File: src/rtl/id_ex_stage_buf.sv
// id_ex_stage_buf
//   ID/EX pipeline stage with a valid/ready handshake on both sides and a
//   two-entry buffer (main + skid). Decode results are captured here and
//   presented to execute. The stage supports backpressure, stall and flush,
//   and counts bubble cycles for performance visibility.
//
// Ports
//   clk, reset                      rising-edge clock, synchronous active-high reset
//   flush                           drop every held entry (mispredict / trap)
//   in_valid / in_ready             upstream handshake, transfer = in_valid & in_ready
//   pc_in, rdata1_in, rdata2_in,
//   imm_in, rs1_in, rs2_in, rd_in,
//   funct_in, wb_in, m_in, ex_in    payload from decode
//   out_valid / out_ready           downstream handshake, pop = out_valid & out_ready
//   pc_out .. ex_out                registered payload to execute
//                                   (ex_out[1:0] = ALUOp, ex_out[2] = ALUSrc)
//   bubble_cnt                      saturating count of cycles with out_valid = 0
module id_ex_stage_buf #(
  parameter int unsigned XLEN   = 64,
  parameter int unsigned REGW   = 5,
  parameter int unsigned FUNCTW = 4,
  parameter int unsigned WBW    = 2,
  parameter int unsigned MW     = 3,
  parameter int unsigned EXW    = 3,
  parameter int unsigned CNTW   = 32
) (
  input  logic              clk,
  input  logic              reset,
  input  logic              flush,

  input  logic              in_valid,
  output logic              in_ready,
  input  logic [XLEN-1:0]   pc_in,
  input  logic [XLEN-1:0]   rdata1_in,
  input  logic [XLEN-1:0]   rdata2_in,
  input  logic [XLEN-1:0]   imm_in,
  input  logic [REGW-1:0]   rs1_in,
  input  logic [REGW-1:0]   rs2_in,
  input  logic [REGW-1:0]   rd_in,
  input  logic [FUNCTW-1:0] funct_in,
  input  logic [WBW-1:0]    wb_in,
  input  logic [MW-1:0]     m_in,
  input  logic [EXW-1:0]    ex_in,

  output logic              out_valid,
  input  logic              out_ready,
  output logic [XLEN-1:0]   pc_out,
  output logic [XLEN-1:0]   rdata1_out,
  output logic [XLEN-1:0]   rdata2_out,
  output logic [XLEN-1:0]   imm_out,
  output logic [REGW-1:0]   rs1_out,
  output logic [REGW-1:0]   rs2_out,
  output logic [REGW-1:0]   rd_out,
  output logic [FUNCTW-1:0] funct_out,
  output logic [WBW-1:0]    wb_out,
  output logic [MW-1:0]     m_out,
  output logic [EXW-1:0]    ex_out,

  output logic [CNTW-1:0]   bubble_cnt
);

  // Control bundles sit in the low bits of the packed payload so they can be
  // masked as one slice when the stage presents a bubble.
  localparam int unsigned CTLW = WBW + MW + EXW;
  localparam int unsigned DATW = 4 * XLEN + 3 * REGW + FUNCTW;
  localparam int unsigned PLW  = DATW + CTLW;

  logic [PLW-1:0]  w_in_pl;
  logic            w_xfer;
  logic            w_pop;
  logic            w_cnt_sat;
  logic [CNTW-1:0] w_cnt_inc;

  logic [PLW-1:0]  r_main_pl;
  logic [PLW-1:0]  r_skid_pl;
  logic            r_main_valid;
  logic            r_skid_valid;
  logic [CNTW-1:0] r_bubble_cnt;

  assign w_in_pl = {pc_in, rdata1_in, rdata2_in, imm_in, rs1_in, rs2_in, rd_in, funct_in,
                    wb_in, m_in, ex_in};

  // Ready depends only on stored state (and reset), never on out_ready, so no
  // combinational path runs from execute back into decode.
  assign in_ready = ~r_skid_valid & ~reset;
  assign w_xfer   = in_valid & in_ready;
  assign w_pop    = r_main_valid & out_ready;

  assign w_cnt_sat = &r_bubble_cnt;
  assign w_cnt_inc = r_bubble_cnt + {{(CNTW-1){1'b0}}, 1'b1};

  always_ff @(posedge clk) begin
    if (reset) begin
      r_main_valid <= 1'b0;
      r_skid_valid <= 1'b0;
      r_main_pl    <= '0;
      r_skid_pl    <= '0;
      r_bubble_cnt <= '0;
    end else begin
      if (!r_main_valid && !w_cnt_sat) begin
        r_bubble_cnt <= w_cnt_inc;
      end

      if (flush) begin
        // An entry popped this cycle has already been taken by execute; a
        // transfer arriving this cycle belongs to the wrong path and is dropped.
        r_main_valid <= 1'b0;
        r_skid_valid <= 1'b0;
      end else if (!r_main_valid || w_pop) begin
        if (r_skid_valid) begin
          // Older skid entry always advances ahead of any newer input.
          r_main_pl    <= r_skid_pl;
          r_main_valid <= 1'b1;
          r_skid_valid <= w_xfer;
          if (w_xfer) begin
            r_skid_pl <= w_in_pl;
          end
        end else if (w_xfer) begin
          r_main_pl    <= w_in_pl;
          r_main_valid <= 1'b1;
        end else begin
          r_main_valid <= 1'b0;
        end
      end else if (w_xfer) begin
        r_skid_pl    <= w_in_pl;
        r_skid_valid <= 1'b1;
      end
    end
  end

  assign out_valid  = r_main_valid;
  assign bubble_cnt = r_bubble_cnt;

  // Data fields keep their last value during a bubble; control reads as a NOP.
  assign {pc_out, rdata1_out, rdata2_out, imm_out, rs1_out, rs2_out, rd_out, funct_out} =
         r_main_pl[PLW-1:CTLW];
  assign {wb_out, m_out, ex_out} = r_main_valid ? r_main_pl[CTLW-1:0] : {CTLW{1'b0}};

endmodule

File: config.mk
export PLATFORM = sky130hd
export DESIGN_NAME = id_ex_stage_buf
export DESIGN_NICKNAME = d
export VERILOG_FILES = /design/src/rtl/id_ex_stage_buf.sv
export SDC_FILE = /design/constraint.sdc
export NUM_CORES = 1
export LEC_CHECK = 0
export CAP_MARGIN = 20
export CORE_UTILIZATION = 45
export CTS_CLUSTER_SIZE = 14
export DETAILED_ROUTE_END_ITERATION = 7
export PLACE_DENSITY = 0.76
export SETUP_SLACK_MARGIN = 0.02
export SLEW_MARGIN = 5
export SYNTH_ARGS = -nofsm -noshare
export SYNTH_HDL_FRONTEND = slang
export SYNTH_SLANG_ARGS = --single-unit
File: constraint.sdc
create_clock -name clk -period 2 [get_ports clk]
set_input_delay 0.6 -clock clk [delete_from_list [all_inputs] [get_ports clk]]
set_output_delay 0.6 -clock clk [all_outputs]
set_load 0.02 [all_outputs]
==> impl_metrics.csv, run 1 <==
group,metric,value,unit
die,die_area,58000,um2
final_layout,finish.net_count,3584,
power_and_ir_drop,p_leak,12.21,nW
timing,worst_slew_margin_rel,0.4388,
route,finalWirelength,69.29,mm
timing,period_needed,1934,ps
timing,report.final.slew_viol_count,0,
worst_setup_path,reg2reg_depth,7,
route,remaining_drc_errors,0,
worst_setup_path,cpMaxStageDelayCell,"dfxtp_1",
logic_synthesis,prevailing_post_synth_register_cell,"dfxtp_1",
route,first_drt_iteration_drcs,999,
logic_synthesis,syn_inst,2981,
logic_synthesis,synth_top_cell_area_share,0.4680,
hold_path,min_path_cells,2,
grt,grt_max_degree,168,
grt,first_global_vias,19600,
worst_setup_path,timing.setup.critical_path_class,"register to output pin",
final_layout,stdcell_count,4113,
timing,maxClockFrequency,517.1,MHz
clock_tree,number_of_clock_sinks,600,
hold_path,hold_path_class,"register to register",
route,detail_route.wl_per_cell,16.85,um
place,dpl.hpwl,48.62,mm
worst_setup_path,critical_path_s_largest_stage_delay,400,ps
worst_setup_path,worst_ep_required_time,1400,ps
die,chipHeight,240.8,um
logic_synthesis,ys_types,46,
final_layout,layout.area.seq,12070,um2
route,dr_total_vias,20950,
logic_synthesis,synth.area.top_cells,"dfxtp_1 (47%), mux2i_1 (11%), nand2_1 (8.6%)",
timing,timing_worst_slew_pin_value,841.9,ps
timing,post-route-worst-setup-slack,66.06,ps
worst_setup_path,crit_chain,"dlygate4sd2_1",
grt,globalRoute.totalOverflow,0,
grt,grt_first_pass_wirelength,105.6,mm
place,placed_cells,3971,
worst_setup_path,path_delay_family,"flip-flops",
power_and_ir_drop,p_total,27.27,mW
grt,number_of_antenna_violations_at_the_first_check_in_global_routing,13,
timing,worst_clock_skew,22.61,ps
grt,groute.usage.overall,0.2284,
logic_synthesis,post_synth.cell_area_avg,8.610,um2
timing,fin_crit_sh,0.9670,
worst_setup_path,critical_path.endpoint_type,"output pin",
timing,final_hold_viol_count,0,
final_layout,n_fill_cell,5017,
clock_tree,num_cts_buffers,66,
timing,report.final.setup_viol,0,
worst_setup_path,worst_path_maximum_fanout,2,
worst_setup_path,number_of_buffer_and_inverter_stages_on_the_critical_path,1,
place,place.port_buffers,604,
power_and_ir_drop,power.density,816.7,nW/um2
logic_synthesis,synth.ff_latch_count,600,
die,floorplan.die.width,240.8,um
die,initial_utilization,0.4552,
die,top_level_ports,605,
worst_setup_path,worstPathArrival,1330,ps
logic_synthesis,synth.yosys.seq_area_share,0.4680,
power_and_ir_drop,ir_worst_vdd,751.0,uV
logic_synthesis,yosys_warnings,0,
clock_tree,cts-htree-levels,3,
final_layout,drive_above_1_share,0.1022,
logic_synthesis,postSynthNetCount,3270,
clock_tree,ctsRootBufferMaster,"clkbuf_16",
clock_tree,clock_insertion_delay_worst_skew,600,ps
final_layout,layout_overhead_on_the_synthesized_area,30.10,%
logic_synthesis,yosys.area.top_type,"dfxtp_1",
logic_synthesis,synthArstFlopShare,0,
place,dpl_worst_slack,-397.8,ps
logic_synthesis,synth-edff-count,0,
flow_run,drv_cap,0,
timing,unrepaired_setup_endpoints_after_global_routing,"true",
final_layout,final_util,0.5922,
route,post_drt_via_cell_ratio,5.092,
route,route.antenna.remaining_nets,0,
clock_tree,cts_max_path_buffers,3,
clock_tree,clkTransAtPathRegs,60,ps
status,outcome,"complete, no violations",
timing,holdWs,451.8,ps
logic_synthesis,synthesis.area,25670,um2
die,floorplan.core_area,56390,um2
worst_setup_path,critical_path_cell_count,1,
logic_synthesis,synth_commonest_cells,"dfxtp_1 (600), nand2_1 (586), nor2_1 (307)",
logic_synthesis,yosysMostFrequentCell,"dfxtp_1",
place,finalWeightedCongestion,0.8312,
final_layout,multi_input_area,10760,um2
die,rows,87,
clock_tree,cts_tree,"yes",
route,first_pass_iters,5,
worst_setup_path,startpoint_type,"register",
[cell families (layout without fill, tap and decap cells)]
kind of cell               count (synthesis)  in the layout  share of synthesized area
muxes                                    288            288                     0.1126
AOI/OAI and AO/OA                        605            605                     0.1482
adders and majority gates                  1              1                  0.0004874
other                                      0             10                          0
and+or+nand+nor                          959            959                     0.1487
xor gates and xnor gates                  15             15                   0.005119
buffers and inverters                    513            879                     0.1169
DFF                                      600            600                     0.4680
[placed cells by master, fill, tap and decap left out, types with 6 or more instances in the layout]
master,synthesis,layout
dfxtp_1,600,575
buf_4,275,99
clkdlybuf4s50_1,0,286
and2_4,0,7
buf_2,34,6
mux2i_1,283,283
dfxtp_2,0,16
clkbuf_1,185,23
clkbuf_2,0,6
diode_2,0,10
clkdlybuf4s15_1,0,17
clkdlybuf4s15_2,0,11
buf_6,0,15
xnor2_1,12,12
clkbuf_16,0,69
a211oi_1,291,291
buf_12,0,45
dlygate4sd2_1,0,267
nand2_1,586,586
nor2_1,307,306
nand3_1,7,7
clkbuf_8,0,12
a21oi_1,296,296
dfxtp_4,0,9
nand4_1,7,7
[power breakdown]
part           switching [mW]  internal (mW)
sequential              0.185           12.3
clock                    4.95           7.12
combinational            1.45           1.28
total                    6.59           20.7
[per-stage QoR]
step / cell area, um2 / TNS, ps
2_1_floorplan: 25790 / -4875
3_3_place_gp: 31380 / -153030
3_5_place_dp: 31380 / -168640
4_1_cts: 33280 / -15.91
5_1_grt: 33390 / 0
6_report: 33390 / 0
[final cells by class]
class                           instances  share of cell area
Tap cell                              756             0.02833
Timing Repair Buffer                  755              0.2222
Sequential cell                       600              0.3613
Clock buffer                          104             0.05924
Clock inverter                         16            0.005508
Antenna cell                           10           0.0007494
Inverter                                4           0.0004496
Multi-Input combinational cell       1868              0.3222
[layer usage]
layer | routed length (um) | vias to the layer above | GRT usage
met2 | 33900 | 499 | 0.3868
met3 | 4603 | 168 | 0.06405
met1 | 27820 | 9738 | 0.2671
met5 | 59 | - | 0
li1 | - | 10530 | -
met4 | 2909 | 10 | 0.1053
[flip-flops by register name (all words and copies together), names as in the netlist]
register	count
bubble_cnt	32
r_skid_pl	283
r_main_pl	283
out_valid	1
r_skid_valid	1
[final timing paths]
kind                                        to  slack [ps]            from
worst min-delay path              r_skid_pl[7]         450    r_skid_pl[7]
worst min register to register    r_skid_pl[7]         450    r_skid_pl[7]
worst max-delay path                pc_out[17]          70  r_main_pl[236]
worst max register to register  bubble_cnt[17]         100   bubble_cnt[0]
[what timing repair did]
item	4_1_cts	5_1_grt
setup buffers	2	10
cloned	0	0
setup endpoints to repair	320	58
hold endpoints to repair	0	0
gates resized for setup	384	43
hold buffers	0	0
pin swaps	0	0
Power figures use the tool's default switching activity.
==> run 2: changes to the inputs <==
RECOVER_POWER = 100   (was default)
==> impl_metrics.csv, run 2 (synthesized netlist as in run 1, its figures left out) <==
group,metric,value,unit
grt,number_of_antenna_violations_at_the_first_check_in_global_routing,13,
power_and_ir_drop,ir_worst_vdd,750.4,uV
status,outcome,"complete, no violations",
worst_setup_path,ff_to_ff_setup_slack,100,ps
worst_setup_path,critical_path.endpoint_type,"output pin",
place,finalWeightedCongestion,0.8312,
timing,report.final.setup_viol,0,
clock_tree,ctsRootBufferMaster,"clkbuf_16",
power_and_ir_drop,power.density,821.6,nW/um2
final_layout,layout_overhead_on_the_synthesized_area,29.25,%
power_and_ir_drop,p_int,20.67,mW
clock_tree,cts_tree,"yes",
clock_tree,num_cts_buffers,66,
clock_tree,number_of_clock_sinks,600,
place,placed_cells,3971,
worst_setup_path,worst_ep_required_time,1400,ps
grt,grt_max_degree,168,
clock_tree,clock_insertion_delay_worst_skew,600,ps
worst_setup_path,timing.setup.critical_path_class,"register to output pin",
worst_setup_path,worst_path_maximum_fanout,5,
route,remaining_drc_errors,0,
final_layout,final_common_cell,"nand2_1",
place,dpl.hpwl,48.62,mm
timing,maxClockFrequency,515.9,MHz
final_layout,finish.net_count,3584,
clock_tree,cts-htree-levels,3,
route,first_drt_iteration_drcs,1003,
route,post_drt_via_cell_ratio,5.082,
timing,worst_slew_margin_rel,0.4382,
timing,fin_crit_sh,0.9692,
timing,timing_worst_slew_pin_value,842.7,ps
route,finalWirelength,69.30,mm
route,first_pass_iters,5,
flow_run,drv_cap,0,
final_layout,drive_above_1_share,0.09471,
place,dpl_worst_slack,-397.8,ps
die,floorplan.core_area,56390,um2
grt,globalRoute.totalOverflow,0,
die,top_level_ports,605,
timing,post-route-worst-setup-slack,61.57,ps
power_and_ir_drop,pwr-share-comb,0.100,
place,place.port_buffers,604,
power_and_ir_drop,switching_portion_of_total_power,0.2417,
clock_tree,cts_hold_repair.buffers,0,
hold_path,hold_path_class,"register to register",
route,route.antenna.remaining_nets,0,
route,dr_total_vias,20910,
worst_setup_path,worstPathArrival,1340,ps
power_and_ir_drop,power.net_switching,6.588,mW
timing,worst_clock_skew,20.24,ps
die,rows,87,
power_and_ir_drop,sequentialPowerShare,0.458,
timing,final_hold_viol_count,0,
grt,groute.usage.overall,0.2284,
die,die_area,58000,um2
timing,period_needed,1938,ps
timing,unrepaired_setup_endpoints_after_global_routing,"true",
grt,grt_first_pass_wirelength,105.6,mm
die,floorplan.die.width,240.8,um
power_and_ir_drop,power.clock.fraction,0.443,
final_layout,layout.cells.most_common_list,"nand2_1 (586), dfxtp_1 (576), nor2_1 (306)",
route,detail_route.wl_per_cell,16.84,um
clock_tree,cts_max_path_buffers,3,
grt,first_global_vias,19600,
worst_setup_path,startpoint_type,"register",
die,chipHeight,240.8,um
clock_tree,clkTransAtPathRegs,60,ps
final_layout,stdcell_count,4114,
power_and_ir_drop,p_leak,12.10,nW
timing,report.final.slew_viol_count,0,
die,initial_utilization,0.4552,
## run 2: metal layers
metal	global-route usage	vias up	part of all wire
met4	0.1053	10	0.043
met5	0	-	0.00085
met2	0.3868	518	0.49
met3	0.06405	168	0.067
li1	-	10530	-
met1	0.2671	9679	0.40
## run 2: cell type report
type / instances / area, um2
repair buffers: 755 / 7233
clock buffers: 104 / 1978
well taps: 756 / 945.9
fillers: 5062 / 23210
diodes: 11 / 27.53
multi-input cells: 1868 / 10730
inverters: 4 / 15.01
clock inverters: 16 / 183.9
flip-flops and latches: 600 / 12060
## run 2: through the flow
stage | power [mW] | hold slack, ps | TNS, ps | area (um2) | util
4_1_cts | 27.53 | 404.4 | -15.91 | 33280 | 0.5902
2_1_floorplan | 14.39 | 436.0 | -4875 | 25790 | -
6_report | 27.26 | 451.8 | 0 | 33170 | 0.5883
3_5_place_dp | 15.65 | 446.1 | -168640 | 31380 | 0.5565
3_3_place_gp | 15.62 | 440.8 | -153030 | 31380 | 0.5565
5_1_grt | 28.26 | 433.5 | 0 | 33170 | 0.5882
## run 2: worst max-delay path, stage by stage, from the launching register on
cell and delay [ps]:
dfxtp_4 370, buf_6 120, and2_1 140, buf_6 130
## run 2: path summary, 6_finish.rpt
check | from | end | depth (start not counted)
hold / removal | r_skid_pl[113] | r_skid_pl[113] | 2
setup reg to reg | bubble_cnt[20] | bubble_cnt[31] | 5
setup / recovery | out_valid | m_out[0] | 3
hold reg to reg | r_skid_pl[113] | r_skid_pl[113] | 2
## run 2: power by group through the flow
stage / logic, mW / registers [mW] / clock network, mW
final: 2.71 / 12.5 / 12.1
after global routing: 2.93 / 12.5 / 12.8
after CTS: 2.73 / 12.5 / 12.3
after detailed placement: 2.91 / 12.7 / 0
after global placement: 2.89 / 12.7 / 0
after floorplan: 1.70 / 12.7 / 0
## run 2: what timing repair did
| item | in CTS | in global routing |
|---|---|---|
| setup buffers | 2 | 10 |
| gates resized for setup | 384 | 43 |
| endpoints found under the setup margin | 320 | 58 |
| pin swaps | 0 | 0 |
==> run 3: changes to the inputs <==
CORE_ASPECT_RATIO = 0.6   (was default)
==> impl_metrics.csv, run 3 (synthesized netlist as in run 1, its figures left out) <==
group,metric,value,unit
die,initial_utilization,0.4577,
clock_tree,cts_max_path_buffers,3,
route,dr_total_vias,20960,
timing,final_hold_viol_count,0,
timing,post-route-worst-setup-slack,47.12,ps
clock_tree,ctsRootBufferMaster,"clkbuf_16",
worst_setup_path,r2r-end,"bubble_cnt[15]",
timing,worst_slew_margin_rel,0.4517,
timing,report.final.slew_viol_count,0,
timing,worst_clock_skew,22.17,ps
grt,globalRoute.totalOverflow,0,
worst_setup_path,r2r_start,"bubble_cnt[20]",
route,first_pass_iters,6,
clock_tree,clock_insertion_delay_worst_skew,600,ps
final_layout,final_common_cell,"nand2_1",
grt,groute.usage.overall,0.2299,
worst_setup_path,timing.setup.critical_path_class,"register to output pin",
hold_path,worstHoldStart,"reset",
hold_path,worstHoldEndpoint,"out_valid",
clock_tree,cts-htree-levels,2,
clock_tree,number_of_clock_sinks,600,
timing,fin_crit_sh,0.9764,
route,post_drt_via_cell_ratio,5.120,
worst_setup_path,worst_ep_required_time,1400,ps
power_and_ir_drop,p_leak,12.14,nW
route,first_drt_iteration_drcs,1536,
worst_setup_path,crit_start,"out_valid",
worst_setup_path,ff_to_ff_setup_slack,80,ps
worst_setup_path,path_delay_family,"flip-flops",
final_layout,drive_above_1_share,0.1066,
place,dpl_worst_slack,-423.8,ps
die,top_level_ports,605,
worst_setup_path,worst_path_maximum_fanout,5,
timing,timing_worst_slew_pin_value,822.4,ps
timing,period_needed,1953,ps
clock_tree,clkTransAtPathRegs,60,ps
route,finalWirelength,70.00,mm
grt,grt_first_pass_wirelength,107.8,mm
route,route.antenna.remaining_nets,0,
flow_run,drv_cap,0,
place,dpl.hpwl,48.52,mm
timing,unrepaired_setup_endpoints_after_global_routing,"true",
status,outcome,"complete, no violations",
die,die_area,58030,um2
grt,grt_max_degree,166,
die,floorplan.core_area,56080,um2
grt,first_global_vias,19280,
worst_setup_path,crit_chain,"buf_12 > and2_4 > buf_6",
timing,maxClockFrequency,512.1,MHz
die,rows,67,
place,place.port_buffers,604,
hold_path,hold_path_class,"primary input to register",
power_and_ir_drop,ir_worst_vdd,639.6,uV
clock_tree,cts_tree,"yes",
place,finalWeightedCongestion,0.8491,
die,floorplan.die.width,310.3,um
timing,report.final.setup_viol,0,
worst_setup_path,cpMaxStageDelayCell,"dfxtp_4",
power_and_ir_drop,power.density,799.6,nW/um2
route,remaining_drc_errors,0,
route,detail_route.wl_per_cell,17.10,um
worst_setup_path,reg2reg_depth,7,
worst_setup_path,number_of_buffer_and_inverter_stages_on_the_critical_path,2,
hold_path,min_path_cells,3,
worst_setup_path,critical_path.endpoint_type,"output pin",
clock_tree,num_cts_buffers,56,
die,chipHeight,187.0,um
final_layout,layout.cells.most_common_list,"nand2_1 (586), dfxtp_1 (573), nor2_1 (306)",
timing,holdWs,365.0,ps
worst_setup_path,startpoint_type,"register",
grt,number_of_antenna_violations_at_the_first_check_in_global_routing,5,
worst_setup_path,worstPathArrival,1350,ps
final_layout,finish.net_count,3578,
final_layout,layout_overhead_on_the_synthesized_area,29.64,%
worst_setup_path,critical_path_s_largest_stage_delay,350,ps
[run 3: cell types whose count changed in the layout (fill, tap and decap cells not counted), sizes merged]
cell	change
diode	-7
clkdlybuf4s18	-1
clkdlybuf4s15	+25
bufinv	+4
dlygate4sd2	-24
clkbuf	-65
inv	-5
clkinv	+4
buf	+45
[run 3: what timing repair did]
| action | 4_1_cts | 5_1_grt |
|---|---|---|
| gates resized for setup | 454 | 45 |
| pin swaps | 0 | 4 |
| hold buffers | 0 | 0 |
| setup buffers | 2 | 5 |
| setup endpoints to repair | 334 | 63 |
[run 3: worst reg2reg max path, cell delays in order, from the launching register on]
cell and delay (ps):
dfxtp_4 360, and4_4 190, buf_4 140, and4_4 150, a211o_4 330, buf_4 170
or3_1 340, a21oi_2 160
[run 3: stage by stage]
step             util  power, mW  setup TNS (ps)  instance area (um2)  instances
2_1_floorplan       -      14.39           -4875                25790       2981
4_1_cts        0.5903      26.82          -1.024                33110       4084
6_report       0.5933      26.61               0                33270       4093
3_3_place_gp   0.5606      15.61         -171720                31440       3983
5_1_grt        0.5933      27.58          -29.34                33270       4093
3_5_place_dp   0.5606      15.65         -180420                31440       3983
[run 3: area by class of cell]
cell class                 count  area (um2)
tap                          759       949.7
clock inverter                19       251.5
inverter                       4       15.01
sequential                   600       12070
fill                        4796       22810
antenna                        4       10.01
timing repair buffer         759        7448
clock buffer                  80        1725
multi-input combinational   1868       10800
[run 3: worst max path at each step]
stage / cells after the start / to / slack (ps)
after floorplan: 8 / r_main_pl[0] / -20
after global placement: 8 / r_main_pl[209] / -380
after detailed placement: 8 / r_main_pl[64] / -420
after CTS: 3 / m_out[0] / -0.9
after global routing: 9 / r_main_pl[158] / -8
final: 3 / m_out[2] / 50
[run 3: power by group]
group | internal [mW] | switching [mW]
registers | 12.3 | 0.187
clock network | 6.74 | 4.67
logic | 1.28 | 1.46
[run 3: routing by layer]
layer,routed length [um],track usage,vias up
met5,0,0,-
met4,1822,0.06972,0
met3,4736,0.05484,109
met2,31880,0.3665,559
met1,31550,0.3070,9778
li1,-,-,10510
